[src/rtl/mc_alu_pkg.sv]
// rtl/mc_alu_pkg.sv - opcodes, FSM states and flag indices shared by mc_alu
package mc_alu_pkg;

  localparam logic [2:0] OP_ADD = 3'b000;
  localparam logic [2:0] OP_SUB = 3'b001;
  localparam logic [2:0] OP_AND = 3'b010;
  localparam logic [2:0] OP_OR  = 3'b011;
  localparam logic [2:0] OP_MUL = 3'b100;
  localparam logic [2:0] OP_DIV = 3'b101;
  localparam logic [2:0] OP_XOR = 3'b110;
  localparam logic [2:0] OP_SLT = 3'b111;

  typedef enum logic [1:0] {
    S_IDLE = 2'd0,
    S_RUN  = 2'd1,
    S_DONE = 2'd2
  } state_t;

  localparam int FLAG_ZERO  = 0;
  localparam int FLAG_CARRY = 1;
  localparam int FLAG_OVF   = 2;
  localparam int FLAG_DBZ   = 3;
  localparam int NFLAGS     = 4;

endpackage

[src/rtl/mc_alu_muldiv.sv]
// rtl/mc_alu_muldiv.sv - one-bit-per-cycle shift-add multiplier / restoring divider
// The divide step exists only when MC_ALU_DIV_EN is defined.
module mc_alu_muldiv #(
  parameter int WIDTH = 16
) (
  input  logic             clk,
  input  logic             rst,
  input  logic             start,
  input  logic             op_div,
  input  logic [WIDTH-1:0] a,
  input  logic [WIDTH-1:0] b,
  output logic             done,
  output logic [WIDTH-1:0] hi,
  output logic [WIDTH-1:0] lo
);

  localparam int CW = $clog2(WIDTH) + 1;

  logic             run;
  logic             is_div;
  logic [CW-1:0]    cnt;
  logic [WIDTH-1:0] hi_q, lo_q, opnd_q;
  logic [WIDTH:0]   add_s;
`ifdef MC_ALU_DIV_EN
  logic [WIDTH:0]   shl, trial;
`endif

  // hi/lo carry the post-step value so the top can latch the final step on its own edge
  always_comb begin
    add_s = {1'b0, hi_q} + {1'b0, opnd_q};
    hi    = hi_q;
    lo    = lo_q;
`ifdef MC_ALU_DIV_EN
    shl   = {hi_q, lo_q[WIDTH-1]};
    trial = shl - {1'b0, opnd_q};
`endif
    if (is_div) begin
`ifdef MC_ALU_DIV_EN
      if (!trial[WIDTH]) begin
        hi = trial[WIDTH-1:0];
        lo = {lo_q[WIDTH-2:0], 1'b1};
      end else begin
        hi = shl[WIDTH-1:0];
        lo = {lo_q[WIDTH-2:0], 1'b0};
      end
`endif
    end else if (lo_q[0]) begin
      {hi, lo} = {add_s, lo_q[WIDTH-1:1]};
    end else begin
      {hi, lo} = {1'b0, hi_q, lo_q[WIDTH-1:1]};
    end
  end

  assign done = run && (cnt == CW'(WIDTH - 1));

  always_ff @(posedge clk) begin
    if (rst) begin
      run    <= 1'b0;
      is_div <= 1'b0;
      cnt    <= '0;
      hi_q   <= '0;
      lo_q   <= '0;
      opnd_q <= '0;
    end else if (start) begin
      run    <= 1'b1;
      is_div <= op_div;
      cnt    <= '0;
      hi_q   <= '0;
      lo_q   <= op_div ? a : b;
      opnd_q <= op_div ? b : a;
    end else if (run) begin
      hi_q <= hi;
      lo_q <= lo;
      cnt  <= cnt + 1'b1;
      if (done) run <= 1'b0;
    end
  end

endmodule

[src/rtl/mc_alu.sv]
// rtl/mc_alu.sv - multi-cycle ALU: single-cycle add/logic ops, iterative MUL/DIV
// Define MC_ALU_DIV_EN to build the iterative divider; otherwise opcode 101 yields zero.
module mc_alu
  import mc_alu_pkg::*;
#(
  parameter int WIDTH = 16
) (
  input  logic             clk,
  input  logic             rst,
  input  logic             start,
  input  logic [WIDTH-1:0] A,
  input  logic [WIDTH-1:0] B,
  input  logic [2:0]       ALUControl,
  output logic [WIDTH-1:0] Result,
  output logic [WIDTH-1:0] ResultHi,
  output logic             busy,
  output logic             done,
  output logic             zero,
  output logic             carry,
  output logic             overflow,
  output logic             div_by_zero
);

  state_t            state;
  logic [NFLAGS-1:0] flags;
  logic              run_mul;
  logic [WIDTH:0]    sum, diff;
  logic [WIDTH-1:0]  sc_res, sc_hi;
  logic              sc_carry, sc_ovf, sc_dbz;
  logic              iter_op, md_start, md_done;
  logic [WIDTH-1:0]  md_hi, md_lo;

  assign sum  = {1'b0, A} + {1'b0, B};
  assign diff = {1'b0, A} - {1'b0, B};

`ifdef MC_ALU_DIV_EN
  // divide by zero short-circuits to the single-cycle path
  assign iter_op = (ALUControl == OP_MUL) || ((ALUControl == OP_DIV) && (B != '0));
`else
  assign iter_op = (ALUControl == OP_MUL);
`endif

  assign md_start = (state == S_IDLE) && start && iter_op;

  always_comb begin
    sc_res   = '0;
    sc_hi    = '0;
    sc_carry = 1'b0;
    sc_ovf   = 1'b0;
    sc_dbz   = 1'b0;
    case (ALUControl)
      OP_ADD: begin
        sc_res   = sum[WIDTH-1:0];
        sc_carry = sum[WIDTH];
        sc_ovf   = (A[WIDTH-1] == B[WIDTH-1]) && (sum[WIDTH-1] != A[WIDTH-1]);
      end
      OP_SUB: begin
        sc_res   = diff[WIDTH-1:0];
        sc_carry = diff[WIDTH];
        sc_ovf   = (A[WIDTH-1] != B[WIDTH-1]) && (diff[WIDTH-1] != A[WIDTH-1]);
      end
      OP_AND: sc_res = A & B;
      OP_OR:  sc_res = A | B;
      OP_XOR: sc_res = A ^ B;
      OP_SLT: sc_res = {{(WIDTH-1){1'b0}}, ($signed(A) < $signed(B))};
`ifdef MC_ALU_DIV_EN
      OP_DIV: begin
        sc_res = '1;
        sc_hi  = A;
        sc_dbz = 1'b1;
      end
`endif
      default: ;
    endcase
  end

  mc_alu_muldiv #(.WIDTH(WIDTH)) u_muldiv (
    .clk    (clk),
    .rst    (rst),
    .start  (md_start),
    .op_div (ALUControl == OP_DIV),
    .a      (A),
    .b      (B),
    .done   (md_done),
    .hi     (md_hi),
    .lo     (md_lo)
  );

  always_ff @(posedge clk) begin
    if (rst) begin
      state    <= S_IDLE;
      Result   <= '0;
      ResultHi <= '0;
      flags    <= '0;
      busy     <= 1'b0;
      done     <= 1'b0;
      run_mul  <= 1'b0;
    end else begin
      case (state)
        S_IDLE: if (start) begin
          busy    <= 1'b1;
          run_mul <= (ALUControl == OP_MUL);
          if (iter_op) begin
            state <= S_RUN;
          end else begin
            state             <= S_DONE;
            done              <= 1'b1;
            Result            <= sc_res;
            ResultHi          <= sc_hi;
            flags[FLAG_ZERO]  <= (sc_res == '0);
            flags[FLAG_CARRY] <= sc_carry;
            flags[FLAG_OVF]   <= sc_ovf;
            flags[FLAG_DBZ]   <= sc_dbz;
          end
        end
        S_RUN: if (md_done) begin
          state             <= S_DONE;
          done              <= 1'b1;
          Result            <= md_lo;
          ResultHi          <= md_hi;
          flags[FLAG_ZERO]  <= (md_lo == '0);
          flags[FLAG_CARRY] <= 1'b0;
          flags[FLAG_OVF]   <= run_mul && (md_hi != '0);
          flags[FLAG_DBZ]   <= 1'b0;
        end
        S_DONE: begin
          state <= S_IDLE;
          done  <= 1'b0;
          busy  <= 1'b0;
        end
        default: state <= S_IDLE;
      endcase
    end
  end

  assign zero        = flags[FLAG_ZERO];
  assign carry       = flags[FLAG_CARRY];
  assign overflow    = flags[FLAG_OVF];
  assign div_by_zero = flags[FLAG_DBZ];

endmodule

[config.mk]
export PLATFORM = sky130hd
export DESIGN_NAME = mc_alu
export DESIGN_NICKNAME = d
export VERILOG_FILES = /design/src/rtl/mc_alu_pkg.sv /design/src/rtl/mc_alu_muldiv.sv /design/src/rtl/mc_alu.sv
export SDC_FILE = /design/constraint.sdc
export NUM_CORES = 1
export LEC_CHECK = 0
export BUFFER_PORTS_ARGS = -buffer_cell sky130_fd_sc_hd__buf_2
export CAP_MARGIN = 20
export CELL_PAD_IN_SITES_DETAIL_PLACEMENT = 1
export CELL_PAD_IN_SITES_GLOBAL_PLACEMENT = 1
export CORE_MARGIN = 10
export CORE_UTILIZATION = 45
export DETAILED_ROUTE_END_ITERATION = 16
export PLACE_DENSITY_LB_ADDON = 0.12
export RECOVER_POWER = 100
export REMOVE_ABC_BUFFERS = 1
export SKIP_CTS_REPAIR_TIMING = 1
export SLEW_MARGIN = 20
export SYNTH_ARGS = -nofsm -noshare
export SYNTH_HDL_FRONTEND = slang
export SYNTH_SLANG_ARGS = --single-unit
[constraint.sdc]
create_clock -name clk -period 4.5 [get_ports clk]
set_clock_uncertainty 0.1 [all_clocks]
set_input_delay 0.9 -clock clk [delete_from_list [all_inputs] [get_ports clk]]
set_output_delay 0.9 -clock clk [all_outputs]
set_load 0.03 [all_outputs]
# After elaboration in Yosys (flattened, before gate mapping)

Cells that the tools add are included.

Bits in registers: 96
Input port bits: 38
Output and inout bits: 38
Logic and storage cells: 95

Add/sub/neg operators: 4
Order comparisons: 1
Equal/unequal tests: 17
Mux-type cells: 36
Bitwise logic cells: 3
Reduce and logical (&&, ||, !) cells: 21

Operators by type and width:

| kind                                                            | count |
|---|---|
| 16-bit 2-to-1 mux                                               | 14 |
| 16-bit case mux with 6 select lines                             | 1 |
| 16-bit case mux with 2 select lines                             | 2 |
| 16-bit by 16-bit adder with 17-bit output                       | 2 |
| 16-bit logical NOT                                              | 2 |
| 16-bit by 16-bit subtractor with 17-bit output                  | 1 |
| 16-bit bitwise AND                                              | 1 |
| 16-bit less-than comparator                                     | 1 |
| 16-bit OR                                                       | 1 |
| 16-bit nonzero test                                             | 1 |
| 16-bit XOR                                                      | 1 |
| 3-bit == test, second input constant                            | 4 |
| 4-bit 2-to-1 mux                                                | 3 |
| 4-bit case mux with 2 select lines                              | 1 |
| 4-bit AND reduction                                             | 2 |
| 1-bit 2-to-1 mux                                                | 7 |
| 3-bit by 2-bit == test with 1-bit output, second input constant | 2 |
| 1-bit logical AND                                               | 6 |
| 2-bit 2-to-1 mux                                                | 3 |
| 2-bit inequality test, second input constant                    | 3 |
| 1-bit case mux with 2 select lines                              | 3 |
| 2-bit AND reduction                                             | 3 |
| 2-bit nonzero test                                              | 3 |
| 5-bit by 1-bit adder with 5-bit output, second input constant   | 1 |
| other kinds (12)                                                | 14 |

# Longest topological paths before layout

Gate-level depths: netlist of run 1.

Word-level depth: 7
Gate-level depth with buffers: 13
Mapped depth without buffers: 13

# By module

Synthesis of run 1 repeated with hierarchy kept, for this count alone.

Cells, all modules: 1112
Area, all modules: 8413.1 um2

Modules (own cells, without submodules):

| module        | times used | cells an instance | area each (um2) | seq. area each (um2) |
|---|---|---|---|---|
| mc_alu        | 1          | 651               | 4590.7          | 800.8 |
| mc_alu_muldiv | 1          | 461               | 3822.4          | 1101.1 |

# Worst setup path before layout of run 1

No wires, ideal clock.

Path type: input to register
Start: input port A[0]
End: register flags[0]
Setup time: 101 ps
Arrival time: 3452 ps
Path slack: 847 ps
Cell stages on the path: 11
Buffers on the path: 0
Path through: ha_1 -> fa_1 -> a21oi_1 -> o2111ai_1 -> a2111oi_0 -> nor2_1 -> mux2i_1 -> o2111ai_1 -> a221oi_1 -> nand4b_1 -> o41ai_1

Word-level cells in the longest chain between the ends: 6
Elaborated cells on any way between the ends: 11
Classes of those cells: add/sub: 2; order compare: 1; mux: 4; bitwise: 3; reduce/logical: 1

Ends and longest elaborated chain:

| item                                                                   | line          | source |
|---|---|---|
| start, declared                                                        | mc_alu.sv:11  | `input logic [WIDTH-1:0] A,` |
| 16-bit by 16-bit subtractor with 17-bit output (tied with other cells) | mc_alu.sv:34  | `assign diff = {1'b0, A} - {1'b0, B};` |
| 16-bit case mux with 6 select lines (*)                                | mc_alu.sv:51  | `case (ALUControl)` |
| 16-bit logical NOT (*)                                                 | mc_alu.sv:110 | `flags[FLAG_ZERO] <= (sc_res == '0);` |
| 4-bit 2-to-1 mux (*)                                                   | mc_alu.sv:103 | `if (iter_op) begin` |
| 4-bit 2-to-1 mux (*)                                                   | mc_alu.sv:100 | `S_IDLE: if (start) begin` |
| 4-bit case mux with 2 select lines (*)                                 | mc_alu.sv:99  | `case (state)` |
| end signal, assigned by index                                          | mc_alu.sv:110 |  |
| end signal, assigned by index                                          | mc_alu.sv:111 | `flags[FLAG_CARRY] <= sc_carry;` |
| end signal, assigned by index                                          | mc_alu.sv:112 | `flags[FLAG_OVF] <= sc_ovf;` |
| end, declared                                                          | mc_alu.sv:25  | `logic [NFLAGS-1:0] flags;` |

Mark *: on every way between the ends. The rest lies on a longest branch, timed or not. The select of a mux whose other input is x is not followed.
A chain may end at the register's enable or synchronous reset.

# Worst setup path in the final report of run 1

Start: input port ALUControl[2]
End: register Result[15]

Word-level cells in the longest chain between the ends: 5
Elaborated cells on any way between the ends: 13
Classes of those cells: eq/ne: 7; mux: 4; reduce/logical: 2

Ends and longest elaborated chain:

| item                                  | line          | source |
|---|---|---|
| start, declared                       | mc_alu.sv:13  | `input logic [2:0] ALUControl,` |
| 3-bit == test (tied with other cells) | mc_alu.sv:51  |  |
| 16-bit case mux with 6 select lines   | mc_alu.sv:51  |  |
| 16-bit 2-to-1 mux                     | mc_alu.sv:103 |  |
| 16-bit 2-to-1 mux                     | mc_alu.sv:100 |  |
| 16-bit case mux with 2 select lines   | mc_alu.sv:99  |  |
| end signal, assigned                  | mc_alu.sv:108 | `Result <= sc_res;` |
| end signal, assigned                  | mc_alu.sv:119 | `Result <= md_lo;` |
| end, declared                         | mc_alu.sv:14  | `output logic [WIDTH-1:0] Result,` |

Several ways; a longest one is shown, not always the timed one. The select of a mux whose other input is x is not followed.

==> insert_results.sql, run 1 <==
INSERT INTO impl_metrics (metric_group, metric, value, unit) VALUES
('cells_and_area', 'synthToLayoutAreaGrowth', '10.2', '%'),
('synthesis', 'synthArstFlopShare', '0', '%'),
('cts', 'clock_sink_count', '95', ''),
('sta', 'slew_headroom', '23.9', '%'),
('sta', 'postLayoutSetupSlackWorst', '432', 'ps'),
('synthesis', 'number_of_synthesized_register_bits', '95', ''),
('power', 'power_switching', '0.789', 'mW'),
('detailed_routing', 'num_vias', '7962', ''),
('die', 'fp.coreArea', '17200', 'µm²'),
('outcome', 'run_status', 'complete, no violations', ''),
('detailed_routing', 'number_of_design_rule_violations_left_after_detail_routing', '0', ''),
('global_route', 'grt_pass1_wl', '43.9', 'mm'),
('detailed_routing', 'drt_wl_total', '27.3', 'mm'),
('cells_and_area', 'instances_no_fill', '1337', ''),
('cells_and_area', 'fillers', '2242', ''),
('global_route', 'first_global_vias', '7972', ''),
('cells_and_area', 'layout.cells.most_common_list', '135 x sky130_fd_sc_hd__nand2_1, 118 x sky130_fd_sc_hd__nor2_1, 104 x sky130_fd_sc_hd__a21oi_1', ''),
('sta', 'setup_repair_after_global_routing_missed_its_margin', 'no', ''),
('die', 'fp.dieW', '152', 'µm'),
('detailed_routing', 'route.antenna.remaining_nets', '0', ''),
('global_route', 'gr-total-overflow', '0', ''),
('worst_hold_path', 'worstHoldPathCells', '2', ''),
('power', 'static-leakage-power', '3.53', 'nW'),
('cts', 'htree_num_levels', '3', ''),
('cts', 'tritoncts', 'built', ''),
('sta', 'number_of_max_slew_violations_in_the_final_report', '0', ''),
('synthesis', 'synth-edff-count', '0', ''),
('global_route', 'grt_usage', '22.6', '%'),
('sta', 'worst_pin_slew', '1140', 'ps'),
('cells_and_area', 'drive_gt1_share', '8.27', '%'),
('power', 'ir_drop', '137', 'µV'),
('worst_hold_path', 'type_of_the_worst_min_delay_path', 'reg -> reg', ''),
('power', 'p_int', '1.53', 'mW'),
('place', 'gp_weighted_congestion', '0.924', ''),
('place', 'dpl_ws', '313', 'ps'),
('place', 'hpwlAfterDp', '21.0', 'mm'),
('sta', 'finalHoldViolations', '0', ''),
('power', 'clockPowerShare', '35.6', '%'),
('global_route', 'grt_antenna_before_repair', '0', ''),
('cts', 'clock_latency', '350', 'ps'),
('synthesis', 'synth_sequential_area_ratio', '24.1', '%'),
('sta', 'final.hold.worst_slack', '354', 'ps'),
('global_route', 'largest_net_degree_at_the_start_of_global_routing', '58', ''),
('detailed_routing', 'drt-wirelength-per-cell', '20.4', 'µm'),
('critical_path', 'reg2reg_depth', '12', ''),
('power', 'share_seq_of_total_power', '38.6', '%'),
('cells_and_area', 'finalNetCount', '1219', ''),
('power', 'sw_frac_of_total', '34.0', '%'),
('die', 'initial_core_util', '45.7', '%'),
('critical_path', 'cp.required', '4650', 'ps'),
('cells_and_area', 'final-seq-area', '1900', 'µm²'),
('place', 'place_inst', '1321', ''),
('die', 'io_pins', '76', ''),
('synthesis', 'syn-instance-count', '1074', ''),
('place', 'portBuffers', '74', ''),
('cts', 'ctsLongestPathBuffers', '2', ''),
('die', 'rows', '48', ''),
('critical_path', 'setup.worst_path.start_class', 'input pin', ''),
('detailed_routing', 'avgViaCountPerCell', '5.96', ''),
('detailed_routing', 'initialDrtViolationCount', '389', ''),
('detailed_routing', 'drt_pre_antenna_iters', '5', ''),
('sta', 'fin_crit_sh', '90.4', '%'),
('power', 'comb_power_share', '25.7', '%'),
('die', 'die_y', '152', 'µm'),
('cells_and_area', 'final_common_cell', 'sky130_fd_sc_hd__nand2_1', ''),
('synthesis', 'syn-cell-area', '7880', 'µm²'),
('critical_path', 'timing.critical_path.fanout_max', '16', ''),
('sta', 'fmax', '0.246', 'GHz'),
('sta', 'timing.final.setup_violations', '0', ''),
('power', 'p_total', '2.32', 'mW'),
('critical_path', 'cp.arrival', '4210', 'ps');
## synthesized netlist by cell type, drive strengths merged (10+ instances only)
library cell	count	area (µm²)
o211ai	10	75.1
ha	71	888
a22oi	14	105
and3	12	75.1
o21ai	46	230
nor2	120	450
dfxtp	95	1900
inv	59	221
mux2i	50	500
clkbuf	61	229
a21oi	104	521
nor2b	13	81.3
a311oi	17	149
nor3	18	90.1
o22ai	18	113
a211oi	23	178
nand2	135	507
nand3	15	75.1
buf	16	73.8
xnor2	12	105
nand4	14	87.6
## power by group through the flow
| stage | logic [mW] | clock network, mW | registers, mW |
|---|---|---|---|
| 2_1_floorplan | 0.346 | 0 | 0.936 |
| 3_3_place_gp | 0.584 | 0 | 0.914 |
| 3_5_place_dp | 0.594 | 0 | 0.915 |
| 4_1_cts | 0.598 | 0.837 | 0.896 |
| 5_1_grt | 0.658 | 0.872 | 0.901 |
| 6_report | 0.597 | 0.827 | 0.897 |
## worst paths after layout
kind                         start          to  slack [ps]
hold / removal           Result[3]   Result[3]         350
setup / recovery     ALUControl[2]  Result[15]         430
hold reg to reg          Result[3]   Result[3]         350
setup reg to reg  u_muldiv.hi_q[0]    flags[2]         580
## sequential cells by signal (all words and copies together) (netlist names)
register         flops
u_muldiv.cnt         5
Result              16
u_muldiv.lo_q       16
u_muldiv.is_div      1
done                 1
run_mul              1
ResultHi            16
u_muldiv.run         1
busy                 1
u_muldiv.hi_q       16
flags                3
u_muldiv.opnd_q     16
state                2
## critical path, stage by stage
cell	delay [ps]
sky130_fd_sc_hd__clkbuf_1	820
sky130_fd_sc_hd__inv_1	240
sky130_fd_sc_hd__nor4_1	780
sky130_fd_sc_hd__a211o_1	340
sky130_fd_sc_hd__clkbuf_1	570
sky130_fd_sc_hd__nor2_1	170
sky130_fd_sc_hd__o21a_1	170
sky130_fd_sc_hd__a32o_1	220
## stage by stage
stage | instance area [µm²] | util (%)
floorplan | 7570 | -
global placement | 8430 | 48.9
detailed placement | 8430 | 48.9
CTS | 8750 | 50.7
global route | 8680 | 50.4
finish | 8680 | 50.4
## cell families after synthesis
group,after synthesis,synth area share [%]
AND/OR/NAND/NOR,381,22.0
AO/OA/AOI/OAI,317,26.4
buffers and inverters,136,6.66
flip-flops,95,24.1
adder cells (fa/ha/maj),74,12.0
multiplexers,53,6.78
XOR/XNOR,17,1.89
other,1,0.0476
## cell type report
cell class | count | area share [%]
Tap cell | 225 | 3.24
Clock buffer | 10 | 2.75
Timing Repair Buffer | 99 | 5.84
Multi-Input combinational cell | 843 | 62.8
Sequential cell | 95 | 21.9
Clock inverter | 6 | 0.865
Inverter | 59 | 2.55
## routing by layer
layer | share of wire, % | wire length, µm | track usage (%)
met1 | 47 | 12800 | 29.5
met2 | 48 | 13200 | 38.8
met3 | 3.4 | 922 | 2.51
met4 | 1.5 | 396 | 5.00
met5 | 0 | 0 | 0
(Power assumes the default switching activity.)
==> inputs of run 2 (changes only) <==
REMOVE_ABC_BUFFERS = unset   (was 1)
==> run 2 against run 1 <==
  * Sequential share of layout area barely moved
  * Final area barely moved
  * Die area did not move
  * Critical path type unchanged
  * Worst setup slack got worse by 180 ps
  * Critical endpoint is now ResultHi[14]
==> insert_results.sql, run 2 (synthesized netlist as in run 1, its figures left out) <==
INSERT INTO impl_metrics (metric_group, metric, value, unit) VALUES
('critical_path', 'critical_path.slowest_cell', 'sky130_fd_sc_hd__clkbuf_1', ''),
('sta', 'finalHoldViolations', '0', ''),
('global_route', 'grt_usage', '23.3', '%'),
('cells_and_area', 'multi_input_gate_area_in_the_final_layout', '5460', 'µm²'),
('cells_and_area', 'postLayoutCoreUtil', '50.4', '%'),
('cells_and_area', 'drive_gt1_share', '8.33', '%'),
('critical_path', 'path_class', 'in -> reg', ''),
('global_route', 'grt_pass1_wl', '45.1', 'mm'),
('sta', 'postLayoutSetupSlackWorst', '257', 'ps'),
('detailed_routing', 'route.antenna.remaining_nets', '0', ''),
('detailed_routing', 'drt_pre_antenna_iters', '5', ''),
('power', 'ir_drop', '190', 'µV'),
('detailed_routing', 'drt-wirelength-per-cell', '20.7', 'µm'),
('cells_and_area', 'insertedDiodeCount', '0', ''),
('global_route', 'grt_antenna_before_repair', '0', ''),
('sta', 'fin_crit_sh', '94.3', '%'),
('place', 'gp_weighted_congestion', '0.946', ''),
('cts', 'clock_latency', '350', 'ps'),
('die', 'io_pins', '76', ''),
('sta', 'timing.setup.tns', '0', 'ps'),
('critical_path', 'max_stage_delay', '950', 'ps'),
('sta', 'fmax', '0.236', 'GHz'),
('sta', 'timing.final.setup_violations', '0', ''),
('critical_path', 'timing.critical_path.fanout_max', '21', ''),
('die', 'fp.dieW', '152', 'µm'),
('power', 'static-leakage-power', '3.53', 'nW'),
('critical_path', 'critical_path.cell_chain', 'clkbuf_1 > inv_1 > nor4_1 > a211o_1 > buf_4 > clkbuf_1 > a22oi_1 > nor2_1', ''),
('detailed_routing', 'number_of_design_rule_violations_left_after_detail_routing', '0', ''),
('die', 'rows', '48', ''),
('power', 'power.density', '258', 'nW/µm²'),
('cells_and_area', 'design_area', '8680', 'µm²'),
('cells_and_area', 'instances_no_fill', '1342', ''),
('cts', 'clk_tree_root_cell', 'sky130_fd_sc_hd__clkbuf_16', ''),
('cts', 'cts.clk_slew.worst_paths', '80', 'ps'),
('sta', 'number_of_max_slew_violations_in_the_final_report', '0', ''),
('critical_path', 'critical_path.most_common_cell', 'sky130_fd_sc_hd__clkbuf_1', ''),
('sta', 'setup_repair_after_global_routing_missed_its_margin', 'no', ''),
('cells_and_area', 'final-seq-area', '1900', 'µm²'),
('cts', 'cts_made_buffers', '9', ''),
('sta', 'slew_headroom', '4.14', '%'),
('cells_and_area', 'layout.cells.most_common_list', '135 x sky130_fd_sc_hd__nand2_1, 118 x sky130_fd_sc_hd__nor2_1, 104 x sky130_fd_sc_hd__a21oi_1', ''),
('place', 'portBuffers', '74', ''),
('global_route', 'first_global_vias', '8287', ''),
('critical_path', 'worstSetupEndpointType', 'flip-flop', ''),
('detailed_routing', 'met3_length', '1.32', 'mm'),
('outcome', 'run_status', 'complete, no violations', ''),
('cts', 'ctsLongestPathBuffers', '2', ''),
('global_route', 'gr-total-overflow', '0', ''),
('detailed_routing', 'wl_met2', '13.3', 'mm'),
('detailed_routing', 'dr.max_layer_used', 'met4', ''),
('detailed_routing', 'drt_wl_total', '27.8', 'mm'),
('sta', 'final.hold.worst_slack', '358', 'ps'),
('place', 'hpwlAfterDp', '21.5', 'mm'),
('die', 'fp.coreArea', '17200', 'µm²'),
('job', 'drv_cap', '0', ''),
('worst_hold_path', 'type_of_the_worst_min_delay_path', 'reg -> reg', ''),
('sta', 'worst_pin_slew', '1440', 'ps'),
('power', 'p_total', '2.24', 'mW'),
('critical_path', 'cp.arrival', '4410', 'ps'),
('place', 'detailed_place.area', '8470', 'µm²'),
('critical_path', 'cp.required', '4670', 'ps'),
('detailed_routing', 'num_vias', '8142', ''),
('cells_and_area', 'synthToLayoutAreaGrowth', '10.2', '%'),
('cells_and_area', 'fillers', '2192', ''),
('cts', 'tritoncts', 'built', ''),
('die', 'die_y', '152', 'µm'),
('cells_and_area', 'final_common_cell', 'sky130_fd_sc_hd__nand2_1', ''),
('critical_path', 'cpLargestDelayFamily', 'buffers and inverters', ''),
('cells_and_area', 'finalNetCount', '1224', ''),
('synthesis', 'synth_fp_nets', '1186', ''),
('detailed_routing', 'm1WireLength', '12.2', 'mm'),
('detailed_routing', 'initialDrtViolationCount', '527', ''),
('critical_path', 'setup.worst_path.start_class', 'input pin', ''),
('place', 'place_inst', '1326', ''),
('die', 'initial_core_util', '45.7', '%'),
('detailed_routing', 'avgViaCountPerCell', '6.07', ''),
('cts', 'clock_sink_count', '95', ''),
('die', 'die_outline_area', '23200', 'µm²'),
('sta', 'min_period', '4240', 'ps'),
('critical_path', 'path_buf_inv', '4', ''),
('global_route', 'largest_net_degree_at_the_start_of_global_routing', '69', ''),
('place', 'dpl_ws', '430', 'ps'),
('cts', 'htree_num_levels', '3', '');
run 2: changes by cell type in the layout (fill, tap and decap cells not counted), sizes merged:
cell / previous run / this run
buf: 55 / 57
clkinv: 1 / 0
clkinvlp: 1 / 3
clkbuf: 54 / 57
bufinv: 1 / 0
run 2: layout make-up:
type	instances	area share [%]
clock buffer	10	2.64
clock inverter	6	0.591
inverter	59	2.55
multi-input combinational	843	62.8
sequential	95	21.9
tap	225	3.24
timing repair buffer	104	6.20
run 2: tightest hold or removal path, cell delays in order (launching register included):
cell	delay [ps]
sky130_fd_sc_hd__dfxtp_1	310
sky130_fd_sc_hd__nand2_1	50
sky130_fd_sc_hd__a21oi_1	50
run 2: path summary, 6_finish.rpt:
path	from	end	slack [ps]	cells past startpoint
worst max register to register	u_muldiv.hi_q[0]	flags[2]	580	12
worst min-delay path	Result[8]	Result[8]	360	2
worst min register to register	Result[8]	Result[8]	360	2
worst max-delay path	ALUControl[2]	ResultHi[14]	260	8
run 2: layer usage:
metal	vias up	GRT usage (%)
met5	-	0
met4	0	9.77
met3	52	3.25
met2	205	39.5
met1	3962	28.8
li1	3923	-
run 2: report_power, final:
| group | internal (mW) | switching [mW] | leakage (nW) |
|---|---|---|---|
| clock | 0.383 | 0.360 | 0.128 |
| sequential | 0.870 | 0.0243 | 0.771 |
| combinational | 0.208 | 0.392 | 2.63 |
==> inputs of run 3 (changes only) <==
CELL_PAD_IN_SITES_DETAIL_PLACEMENT = unset   (was 1)
CELL_PAD_IN_SITES_GLOBAL_PLACEMENT = unset   (was 1)
CORE_UTILIZATION = 50   (was 45)
PLACE_DENSITY = 0.71   (was unset)
PLACE_DENSITY_LB_ADDON = unset   (was 0.12)
==> run 3 against run 2 <==
  * The flow now finishes with violations (max-capacitance violations, max-slew violations)
  * Routed wire length fell by 11%
  * Final area fell by 0.91%
  * Non-clock buffer count fell by 5
  * Worst setup slack improved by 320 ps
  * First-iteration DRC count rose by 22%
  * Power fell by 2.0%
  * Clock power fell by 3.5%
  * Critical path depth rose by 4
  * Via count fell by 2.1%
  * Hold slack got worse by 5.7 ps
  * Sequential power barely moved
  * Sequential share of layout area rose by 0.19 points
  * Critical endpoint is now flags[2]
  * Largest cell class unchanged
==> insert_results.sql, run 3 (synthesized netlist as in run 1, its figures left out) <==
INSERT INTO impl_metrics (metric_group, metric, value, unit) VALUES
('critical_path', 'critical_path.slowest_cell', 'sky130_fd_sc_hd__or4_1', ''),
('cells_and_area', 'design_area', '8600', 'µm²'),
('place', 'gp_weighted_congestion', '0.985', ''),
('sta', 'fmax', '0.255', 'GHz'),
('outcome', 'run_status', 'finished with violations', ''),
('cts', 'tritoncts', 'built', ''),
('critical_path', 'cp.arrival', '4050', 'ps'),
('die', 'rows', '45', ''),
('power', 'comb_power_share', '26.4', '%'),
('critical_path', 'worstSetupEndpointType', 'flip-flop', ''),
('sta', 'timing.setup.tns', '0', 'ps'),
('cells_and_area', 'finalNetCount', '1219', ''),
('critical_path', 'worstReg2RegEnd', 'flags[2]', ''),
('critical_path', 'cp-startpoint', 'u_muldiv.hi_q[0]', ''),
('global_route', 'grt_antenna_before_repair', '0', ''),
('critical_path', 'timing.critical_path.fanout_max', '4', ''),
('detailed_routing', 'drt_wl_total', '24.8', 'mm'),
('critical_path', 'reg2reg_depth', '12', ''),
('critical_path', 'setup.worst_path.end', 'flags[2]', ''),
('cts', 'clk_tree_root_cell', 'sky130_fd_sc_hd__clkbuf_16', ''),
('sta', 'postLayoutSetupSlackWorst', '579', 'ps'),
('power', 'share_seq_of_total_power', '40.9', '%'),
('detailed_routing', 'num_vias', '7974', ''),
('place', 'place_inst', '1307', ''),
('global_route', 'largest_net_degree_at_the_start_of_global_routing', '69', ''),
('sta', 'slew_headroom', '-98.2', '%'),
('critical_path', 'path_buf_inv', '1', ''),
('die', 'fp.coreArea', '15300', 'µm²'),
('die', 'fp.dieW', '146', 'µm'),
('critical_path', 'setup.worst_path.start_class', 'flip-flop', ''),
('detailed_routing', 'drt-wirelength-per-cell', '18.7', 'µm'),
('cells_and_area', 'multi_input_gate_area_in_the_final_layout', '5450', 'µm²'),
('critical_path', 'max_stage_delay', '560', 'ps'),
('cts', 'clock_latency', '340', 'ps'),
('detailed_routing', 'number_of_design_rule_violations_left_after_detail_routing', '0', ''),
('cells_and_area', 'insertedDiodeCount', '0', ''),
('place', 'portBuffers', '74', ''),
('power', 'p_int', '1.46', 'mW'),
('power', 'clockPowerShare', '32.7', '%'),
('power', 'ir_drop', '198', 'µV'),
('cells_and_area', 'postLayoutCoreUtil', '56.2', '%'),
('die', 'die_outline_area', '21200', 'µm²'),
('power', 'sw_frac_of_total', '33.3', '%'),
('cts', 'htree_num_levels', '3', ''),
('cts', 'cts.clk_slew.worst_paths', '70', 'ps'),
('sta', 'fin_crit_sh', '87.1', '%'),
('detailed_routing', 'initialDrtViolationCount', '645', ''),
('place', 'dpl_ws', '425', 'ps'),
('job', 'drv_cap', '1', ''),
('cells_and_area', 'synthToLayoutAreaGrowth', '9.21', '%'),
('critical_path', 'cpLargestDelayFamily', 'compound AO/OA/AOI/OAI gates', ''),
('cts', 'clock_sink_count', '95', ''),
('detailed_routing', 'drt_pre_antenna_iters', '6', ''),
('place', 'hpwlAfterDp', '19.0', 'mm'),
('sta', 'final.hold.worst_slack', '352', 'ps'),
('power', 'p_total', '2.19', 'mW'),
('sta', 'number_of_max_slew_violations_in_the_final_report', '69', ''),
('detailed_routing', 'route.antenna.remaining_nets', '0', ''),
('sta', 'setup_repair_after_global_routing_missed_its_margin', 'no', ''),
('worst_hold_path', 'type_of_the_worst_min_delay_path', 'reg -> reg', ''),
('power', 'power.density', '255', 'nW/µm²'),
('synthesis', 'synth_fp_nets', '1186', ''),
('die', 'io_pins', '76', ''),
('outcome', 'violations', 'max-capacitance violations, max-slew violations', ''),
('detailed_routing', 'avgViaCountPerCell', '6.03', ''),
('critical_path', 'critical_path.cell_chain', 'ha_1 > inv_1 > fa_1 > nor2b_1 > o2111ai_1 > a31oi_1 > mux2i_1 > o311ai_0 > nand3b_1 > or4_1 > o311a_1 > o221a_1', ''),
('cells_and_area', 'layout.cells.most_common_list', '135 x sky130_fd_sc_hd__nand2_1, 119 x sky130_fd_sc_hd__nor2_1, 104 x sky130_fd_sc_hd__a21oi_1', ''),
('cts', 'cts_made_buffers', '9', ''),
('global_route', 'grt_pass1_wl', '40.0', 'mm'),
('cells_and_area', 'drive_gt1_share', '7.37', '%'),
('power', 'power_switching', '0.731', 'mW'),
('sta', 'finalHoldViolations', '0', ''),
('place', 'detailed_place.area', '8400', 'µm²'),
('critical_path', 'cp.required', '4630', 'ps'),
('critical_path', 'setup.reg_to_reg.worst_slack', '580', 'ps'),
('global_route', 'first_global_vias', '7439', ''),
('cts', 'ctsLongestPathBuffers', '2', ''),
('critical_path', 'r2r_start', 'u_muldiv.hi_q[0]', ''),
('critical_path', 'crit_cells', '12', ''),
('cells_and_area', 'final-seq-area', '1900', 'µm²'),
('cells_and_area', 'fillers', '1540', ''),
('sta', 'min_period', '3920', 'ps'),
('power', 'static-leakage-power', '3.49', 'nW'),
('die', 'initial_core_util', '51.4', '%'),
('cells_and_area', 'final_common_cell', 'sky130_fd_sc_hd__nand2_1', ''),
('sta', 'timing.final.setup_violations', '0', ''),
('cells_and_area', 'instances_no_fill', '1323', ''),
('sta', 'worst_pin_slew', '2970', 'ps'),
('global_route', 'gr-total-overflow', '0', ''),
('die', 'die_y', '146', 'µm'),
('global_route', 'grt_usage', '22.6', '%'),
('critical_path', 'path_class', 'reg -> reg', '');
run 3: layout make-up:
cell class                      instances  share of cell area (%)
Clock buffer                           11                    2.82
Clock inverter                          5                   0.393
Inverter                               59                    2.57
Multi-Input combinational cell        843                    63.4
Sequential cell                        95                    22.1
Tap cell                              211                    3.07
Timing Repair Buffer                   99                    5.63
run 3: worst min-delay path by stage:
stage                startpoint  slack [ps]  cells after the start          end
global placement    ResultHi[9]         340                      2  ResultHi[9]
global route          Result[4]         380                      2    Result[4]
detailed placement    Result[5]         340                      2    Result[5]
floorplan               run_mul         350                      2      run_mul
finish                Result[4]         350                      2    Result[4]
CTS                   Result[5]         350                      2    Result[5]
run 3: power groups by stage:
stage / logic (mW) / registers [mW] / clock network, mW
floorplan: 0.382 / 0.930 / 0
global placement: 0.571 / 0.914 / 0
detailed placement: 0.573 / 0.915 / 0
CTS: 0.577 / 0.895 / 0.725
global route: 0.637 / 0.900 / 0.752
finish: 0.579 / 0.897 / 0.717
run 3: metal layers:
| layer | vias up | track usage [%] | share of wire, % |
|---|---|---|---|
| li1 | 3918 | - | - |
| met1 | 3704 | 28.0 | 42 |
| met2 | 291 | 37.4 | 47 |
| met3 | 61 | 4.22 | 6.3 |
| met4 | 0 | 9.40 | 4.0 |
| met5 | - | 0 | 0 |
run 3: worst register-to-register path, delay by kind of cell, from the launching register on:
family	cells	cell delay, ps
flops	1	370
fa+ha+maj	2	600
simple gates	3	1020
compound gates	5	1450
buf+inv	1	60
mux	1	220
